$ cat config.mk
export PLATFORM = sky130hd
export DESIGN_NAME = clint_arbiter
export DESIGN_NICKNAME = d
export VERILOG_FILES = /design/src/rtl/clint_arbiter.sv
export SDC_FILE = /design/constraint.sdc
export NUM_CORES = 1
export LEC_CHECK = 0
export BUFFER_PORTS_ARGS = -buffer_cell sky130_fd_sc_hd__buf_4
export CORE_AREA = 2 2 132 134
export CTS_CLUSTER_DIAMETER = 100
export DETAILED_ROUTE_END_ITERATION = 8
export DIE_AREA = 0 0 134 136
export SYNTH_ARGS = -nofsm -noshare
export SYNTH_HDL_FRONTEND = slang
export SYNTH_SLANG_ARGS = --single-unit
$ cat constraint.sdc
create_clock -name clk -period 1.69 [get_ports clk]
set_input_delay 0.0845 -clock clk [delete_from_list [all_inputs] [get_ports clk]]
set_output_delay 0.0845 -clock clk [all_outputs]
set_load 0.02 [all_outputs]
$ cat src/rtl/clint_arbiter.sv
// clint_arbiter: shares the CLINT slave port between two masters, with separate read and write channels.
// Widths come from the ADDR_WIDTH / SIZE_WIDTH / REG_DATA_WIDTH / BUS_DATA_WIDTH config macros.
// Defaults are used when a macro is not already defined.
// Define CLINT_ARB_FIXED_PRIO_EN for fixed priority, where port 0 always wins.
// Leave it undefined for the default per-channel round-robin.
`ifndef ADDR_WIDTH
`define ADDR_WIDTH 32
`endif
`ifndef SIZE_WIDTH
`define SIZE_WIDTH 3
`endif
`ifndef REG_DATA_WIDTH
`define REG_DATA_WIDTH 32
`endif
`ifndef BUS_DATA_WIDTH
`define BUS_DATA_WIDTH 32
`endif

module clint_arbiter (
    input  logic                       clk,
    input  logic                       rst_n,
    input  logic                       req0_valid,
    input  logic                       req0_wr,
    input  logic [`ADDR_WIDTH-1:0]     req0_addr,
    input  logic [`SIZE_WIDTH-1:0]     req0_size,
    input  logic [`REG_DATA_WIDTH-1:0] req0_data,
    output logic                       req0_ready,
    output logic                       req0_rsp_valid,
    output logic [`BUS_DATA_WIDTH-1:0] req0_rsp_data,
    input  logic                       req1_valid,
    input  logic                       req1_wr,
    input  logic [`ADDR_WIDTH-1:0]     req1_addr,
    input  logic [`SIZE_WIDTH-1:0]     req1_size,
    input  logic [`REG_DATA_WIDTH-1:0] req1_data,
    output logic                       req1_ready,
    output logic                       req1_rsp_valid,
    output logic [`BUS_DATA_WIDTH-1:0] req1_rsp_data,
    output logic [`ADDR_WIDTH-1:0]     bus_clint_read_addr,
    output logic [`SIZE_WIDTH-1:0]     bus_clint_read_size,
    output logic                       bus_clint_rd,
    output logic [`ADDR_WIDTH-1:0]     bus_clint_write_addr,
    output logic [`SIZE_WIDTH-1:0]     bus_clint_write_size,
    output logic [`REG_DATA_WIDTH-1:0] bus_clint_data,
    output logic                       bus_clint_wr,
    input  logic [`BUS_DATA_WIDTH-1:0] clint_bus_data
);
    logic rd_c0, rd_c1, wr_c0, wr_c1;
    logic rd_g0, rd_g1, wr_g0, wr_g1;
    logic rd_pend_q, rd_pend_d, rd_id_q, rd_id_d;

    // Candidates are gated by rst_n so nothing is granted while reset is held.
    assign rd_c0 = rst_n & req0_valid & ~req0_wr;
    assign rd_c1 = rst_n & req1_valid & ~req1_wr;
    assign wr_c0 = rst_n & req0_valid & req0_wr;
    assign wr_c1 = rst_n & req1_valid & req1_wr;

`ifdef CLINT_ARB_FIXED_PRIO_EN
    assign rd_g0 = rd_c0;
    assign wr_g0 = wr_c0;
`else
    logic last_rd_q, last_rd_d, last_wr_q, last_wr_d;
    // On a conflict, port 0 wins unless it was the previous winner.
    assign rd_g0 = rd_c0 & (~rd_c1 | last_rd_q);
    assign wr_g0 = wr_c0 & (~wr_c1 | last_wr_q);

    // Round-robin pointers follow the winner, only on cycles with a grant.
    always_comb begin
        last_rd_d = (rd_g0 | rd_g1) ? rd_g1 : last_rd_q;
        last_wr_d = (wr_g0 | wr_g1) ? wr_g1 : last_wr_q;
    end

    // Pointers reset to 1 so port 0 takes the first conflict.
    always_ff @(posedge clk or negedge rst_n) begin
        if (!rst_n) begin
            last_rd_q <= 1'b1;
            last_wr_q <= 1'b1;
        end else begin
            last_rd_q <= last_rd_d;
            last_wr_q <= last_wr_d;
        end
    end
`endif
    assign rd_g1 = rd_c1 & ~rd_g0;
    assign wr_g1 = wr_c1 & ~wr_g0;

    assign req0_ready = rd_g0 | wr_g0;
    assign req1_ready = rd_g1 | wr_g1;

    assign bus_clint_rd         = rd_g0 | rd_g1;
    assign bus_clint_read_addr  = rd_g0 ? req0_addr : rd_g1 ? req1_addr : '0;
    assign bus_clint_read_size  = rd_g0 ? req0_size : rd_g1 ? req1_size : '0;
    assign bus_clint_wr         = wr_g0 | wr_g1;
    assign bus_clint_write_addr = wr_g0 ? req0_addr : wr_g1 ? req1_addr : '0;
    assign bus_clint_write_size = wr_g0 ? req0_size : wr_g1 ? req1_size : '0;
    assign bus_clint_data       = wr_g0 ? req0_data : wr_g1 ? req1_data : '0;

    // The pending flag reloads every cycle, so back-to-back reads stream one response per cycle.
    always_comb begin
        rd_pend_d = bus_clint_rd;
        rd_id_d   = bus_clint_rd ? rd_g1 : rd_id_q;
    end

    // Tracks the read in flight and which master owns its response.
    always_ff @(posedge clk or negedge rst_n) begin
        if (!rst_n) begin
            rd_pend_q <= 1'b0;
            rd_id_q   <= 1'b0;
        end else begin
            rd_pend_q <= rd_pend_d;
            rd_id_q   <= rd_id_d;
        end
    end

    assign req0_rsp_valid = rd_pend_q & ~rd_id_q;
    assign req1_rsp_valid = rd_pend_q & rd_id_q;
    assign req0_rsp_data  = req0_rsp_valid ? clint_bus_data : '0;
    assign req1_rsp_data  = req1_rsp_valid ? clint_bus_data : '0;
endmodule

* Word level (Yosys, flattened, before mapping) *
Index checks and enable logic that the tools add are counted.

storage, ports and cells
  bits in registers = 4
  input bits = 172
  output and inout port bits = 172
  word-level logic and storage cells = 41

operators by class
  multiplexer cells = 12
  bitwise logic cells = 25

operator list
  operator     count
  $mux 32      8
  $and 1x1->1  12
  $mux 3       4
  $not 1->1    7
  $or 1x1->1   6

* Longest topological paths before layout *
  depth after elaboration = 9
  mapped depth = 5

* Least setup slack after synthesis *
OpenSTA, ideal clock, no wires.

  path type = register to output
  start = register last_wr_q
  end = output port bus_clint_data[11]
  data arrival time = 1464 ps
  setup slack = 141 ps
  cell stages (with the launch flop) = 6
  cell sequence = dfstp_2 -> inv_1 -> a31oi_2 -> buf_2 -> buf_2 -> a22o_1

between the ends
  longest elaborated chain between the ends = 6

ends and longest elaborated chain
  item                    line  RTL
  start, declared         61    logic last_rd_q, last_rd_d, last_wr_q, last_wr_d;
  start signal, assigned  79    last_wr_q <= last_wr_d;
  $or 1x1->1 *            64    assign wr_g0 = wr_c0 & (~wr_c1 | last_wr_q);
  $and 1x1->1 *           64
  $not 1->1               84    assign wr_g1 = wr_c1 & ~wr_g0;
  $and 1x1->1             84
  $mux 32                 95    assign bus_clint_data = wr_g0 ? req0_data : wr_g1 ? req1_data : '0;
  $mux 32 *               95
  end, declared           43    output logic [`REG_DATA_WIDTH-1:0] bus_clint_data,

Mark *: on every way between the ends. The rest lies on a longest branch, timed or not.

* Worst setup path in the final report *
  start = register last_wr_q
  end = output port bus_clint_write_addr[12]

between the ends
  longest elaborated chain between the ends = 6

ends and longest elaborated chain
  item           line  RTL
  $or 1x1->1 *   64
  $and 1x1->1 *  64
  $not 1->1      84
  $and 1x1->1    84
  $mux 32        93    assign bus_clint_write_addr = wr_g0 ? req0_addr : wr_g1 ? req1_addr : '0;
  $mux 32 *      93
  end, declared  41    output logic [`ADDR_WIDTH-1:0] bus_clint_write_addr,

Marked as above.

==> results.py <==
metrics = {
    "run_status": {
        "status": "finished with violations",
        "violations": "setup timing",
    },
    "power": {
        "powerDensity_mw_per_mm2": 369.0,
        "ir_worst_vdd_uv": 253.7,
        "leakage_nw": 2.792,
    },
    "global_route": {
        "grt.total_usage_pct": 11.75,
        "overflow": 0,
        "grt_pass1_vias": 3037,
        "grt_pass1_wl_um": 17060,
        "grt_max_degree": 37,
        "antenna_found_initial": 0,
    },
    "floorplan": {
        "die_y_um": 136,
        "num_io_pins": 344,
        "die_w_um": 134,
        "num_rows": 48,
        "dieArea_mm2": 0.01822,
        "initial_core_util_pct": 10.05,
        "coreArea_mm2": 0.01688,
    },
    "timing": {
        "setup_viol": 31,
        "grt_setup_unrepaired": "yes",
        "period_share_pct": 101.9,
        "relSlewSlack_pct": 71.29,
        "finalCriticalPeriod_ns": 1.722,
        "worstMarginPinSlew_ns": 0.4306,
        "holdWs_ns": 0.2621,
        "hold_viol_final": 0,
        "skew_ns": 0.004417,
        "drv_slew": 0,
        "fmax_ghz": 0.5806,
        "setup_ws_ns": -0.03234,
    },
    "final_layout": {
        "n_fill_cell": 1803,
        "layout-drive-gt1-share_pct": 67.37,
        "area_growth_pct": 204.3,
        "diodes": 0,
        "final_nets": 740,
    },
    "drt": {
        "vias": 3315,
        "wl_um": 12760,
        "drtPass1Iterations": 4,
        "ant_nets": 0,
        "viasPerCell": 4.186,
        "dr.first_iter.drc_count": 116,
        "routedWlPerCell_um": 16.11,
        "drc": 0,
    },
    "critical_path": {
        "crit_fanout": 5,
        "setup.worst_path.start_class": "flop",
        "end_kind": "output pin",
        "path_class": "reg2out",
        "critPathMaxStageDelay_ns": 0.55,
        "crit_required_ns": 1.61,
        "crit_path_frequent_cell": "buf_6",
        "r2r-end": "rd_id_q",
        "crit_chain": "inv_2 -> a31oi_4 -> buf_4 -> buf_12 -> buf_6 -> a22o_1 -> buf_6",
        "r2r_setup_slack_ns": 0.56,
        "rr_worst_depth": 3,
        "timing.rr.start": "last_rd_q",
        "slowest_stage": "dfstp_2",
        "arrival_ns": 1.64,
        "critPathBufInv": 5,
        "cp_top_family": "flip-flops",
    },
    "place": {
        "place_ws_ns": 0.1149,
        "io_buffers": 343,
        "gp_congestion": 0.7561,
        "post-dp-hpwl_um": 9929,
    },
    "clocking": {
        "insertion_delay_ns": 0.23,
        "cts_buffers": 3,
        "cts_root_buf": "clkbuf_16",
        "cts_max_level": 1,
        "cts_tree": "built",
        "cts_sinks": 4,
        "clk_pin_slew_ns": 0.03,
        "clockBufferDepth": 2,
    },
    "yosys": {
        "synth_cell_types": 23,
        "synth.net_count": 395,
        "avgSynthCellArea_um2": 7.608,
        "seq_area_frac_synth_pct": 6.047,
        "ys_warn_count": 0,
        "syn-cell-area_mm2": 0.001697,
        "ys_seq_elements": 4,
        "syn_inst": 223,
    },
    "worst_hold_path": {
        "hp-class": "in2reg",
        "min_path_cells": 3,
        "worstHoldStart": "rst_n",
        "worstHoldEndpoint": "last_wr_q",
    },
    "run": {
        "cap_violations": 0,
    },
}
repair_timing:
item / CTS / global route
hold buffers: 1 / 0
endpoints found under the setup margin: 56 / 69
endpoints found under the hold margin: 4 / 0
gates cloned: 1 / 3
setup buffers: 5 / 2
gates resized for setup: 56 / 21
pin swaps: 16 / 39
worst register-to-register path: cells and delay by family, from the launching register on:
| kind | cells | cell delay, ns |
|---|---|---|
| flops | 1 | 0.56 |
| compound gates | 2 | 0.25 |
| buf+inv | 1 | 0.20 |
cell type report:
type,instances,area [um2],share of cell area (%)
multi-input cells,185,1470,28.48
repair buffers,371,3218,62.34
flip-flops and latches,4,102.6,1.987
inverters,3,11.26,0.2181
well taps,225,281.5,5.453
clock buffers,4,78.83,1.527
cells by family (layout without fill, tap and decap cells):
group | Yosys count | in the layout | share of synthesized area (%)
AO/OA/AOI/OAI | 111 | 111 | 57.08
buffers and inverters | 34 | 378 | 9.661
AND/OR/NAND/NOR | 74 | 74 | 27.21
flip-flops | 4 | 4 | 6.047
per-stage QoR:
step / util, % / power [mW] / instance area [um2] / cells / setup TNS, ns
after floorplan: - / 0.6651 / 1697 / 223 / 0
after global placement: 27.52 / 1.415 / 4644 / 777 / 0
after detailed placement: 27.52 / 1.414 / 4644 / 777 / 0
after CTS: 29.71 / 1.885 / 5014 / 788 / -2.061
after global routing: 30.59 / 2.009 / 5162 / 792 / -4.323
final: 30.59 / 1.905 / 5162 / 792 / -0.4363
power by group:
group	switching, mW	internal (mW)	leakage, nW
logic	0.651	0.742	2.71
clock network	0.0725	0.312	0.0382
registers	0.0123	0.115	0.0463
total	0.736	1.17	2.79
routing by layer:
layer  vias to the layer above  part of all wire [%]  GRT usage [%]
met5                         -                     0              0
met4                         0                  0.42          1.655
met3                         4                   9.1          3.020
met2                       195                    52          21.14
met1                      1534                    39          14.38
li1                       1582                     -              -
placed cells by master, fill, tap and decap left out, types with 3 or more instances in the layout:
cell type / instances
buf_12: 8
buf_8: 3
buf_4: 288
buf_6: 68
clkbuf_16: 6
and2_1: 33
nor2b_1: 4
a22o_1: 102
and3_1: 32
synth_stat cells, drive strengths merged:
| library cell | count | area [um2] |
|---|---|---|
| o311a | 1 | 10.01 |
| o21bai | 1 | 7.510 |
| dfrtp | 2 | 50.05 |
| buf | 12 | 81.33 |
| nand3b | 1 | 7.510 |
| nand3 | 2 | 10.01 |
| o21ai | 1 | 5.000 |
| a22oi | 1 | 7.510 |
| and2 | 33 | 206.5 |
| inv | 3 | 11.26 |
| a21o | 2 | 15.01 |
| dfstp | 2 | 52.55 |
| clkbuf | 19 | 71.32 |
| and3 | 32 | 200.2 |
| a21oi | 1 | 5.000 |
| a31oi | 2 | 25.02 |
| or2 | 2 | 12.52 |
| a22o | 102 | 893.4 |
| nor2b | 4 | 25.02 |
flip-flops by register name, indices dropped and copies added (netlist names):
name,cells
last_rd_q,1
last_wr_q,1
rd_id_q,1
rd_pend_q,1
how the worst max path moves through the flow:
stage / slack [ns] / start / cells past startpoint / to
2_1_floorplan: 0.14 / last_wr_q / 5 / bus_clint_data[11]
3_3_place_gp: 0.1 / last_wr_q / 6 / bus_clint_data[6]
3_5_place_dp: 0.11 / last_wr_q / 6 / bus_clint_data[6]
4_1_cts: -0.06 / last_wr_q / 6 / bus_clint_data[11]
5_1_grt: -0.10 / last_wr_q / 7 / bus_clint_write_addr[9]
6_report: -0.03 / last_wr_q / 7 / bus_clint_write_addr[12]
Note: power is estimated with default switching activity, not from simulation.
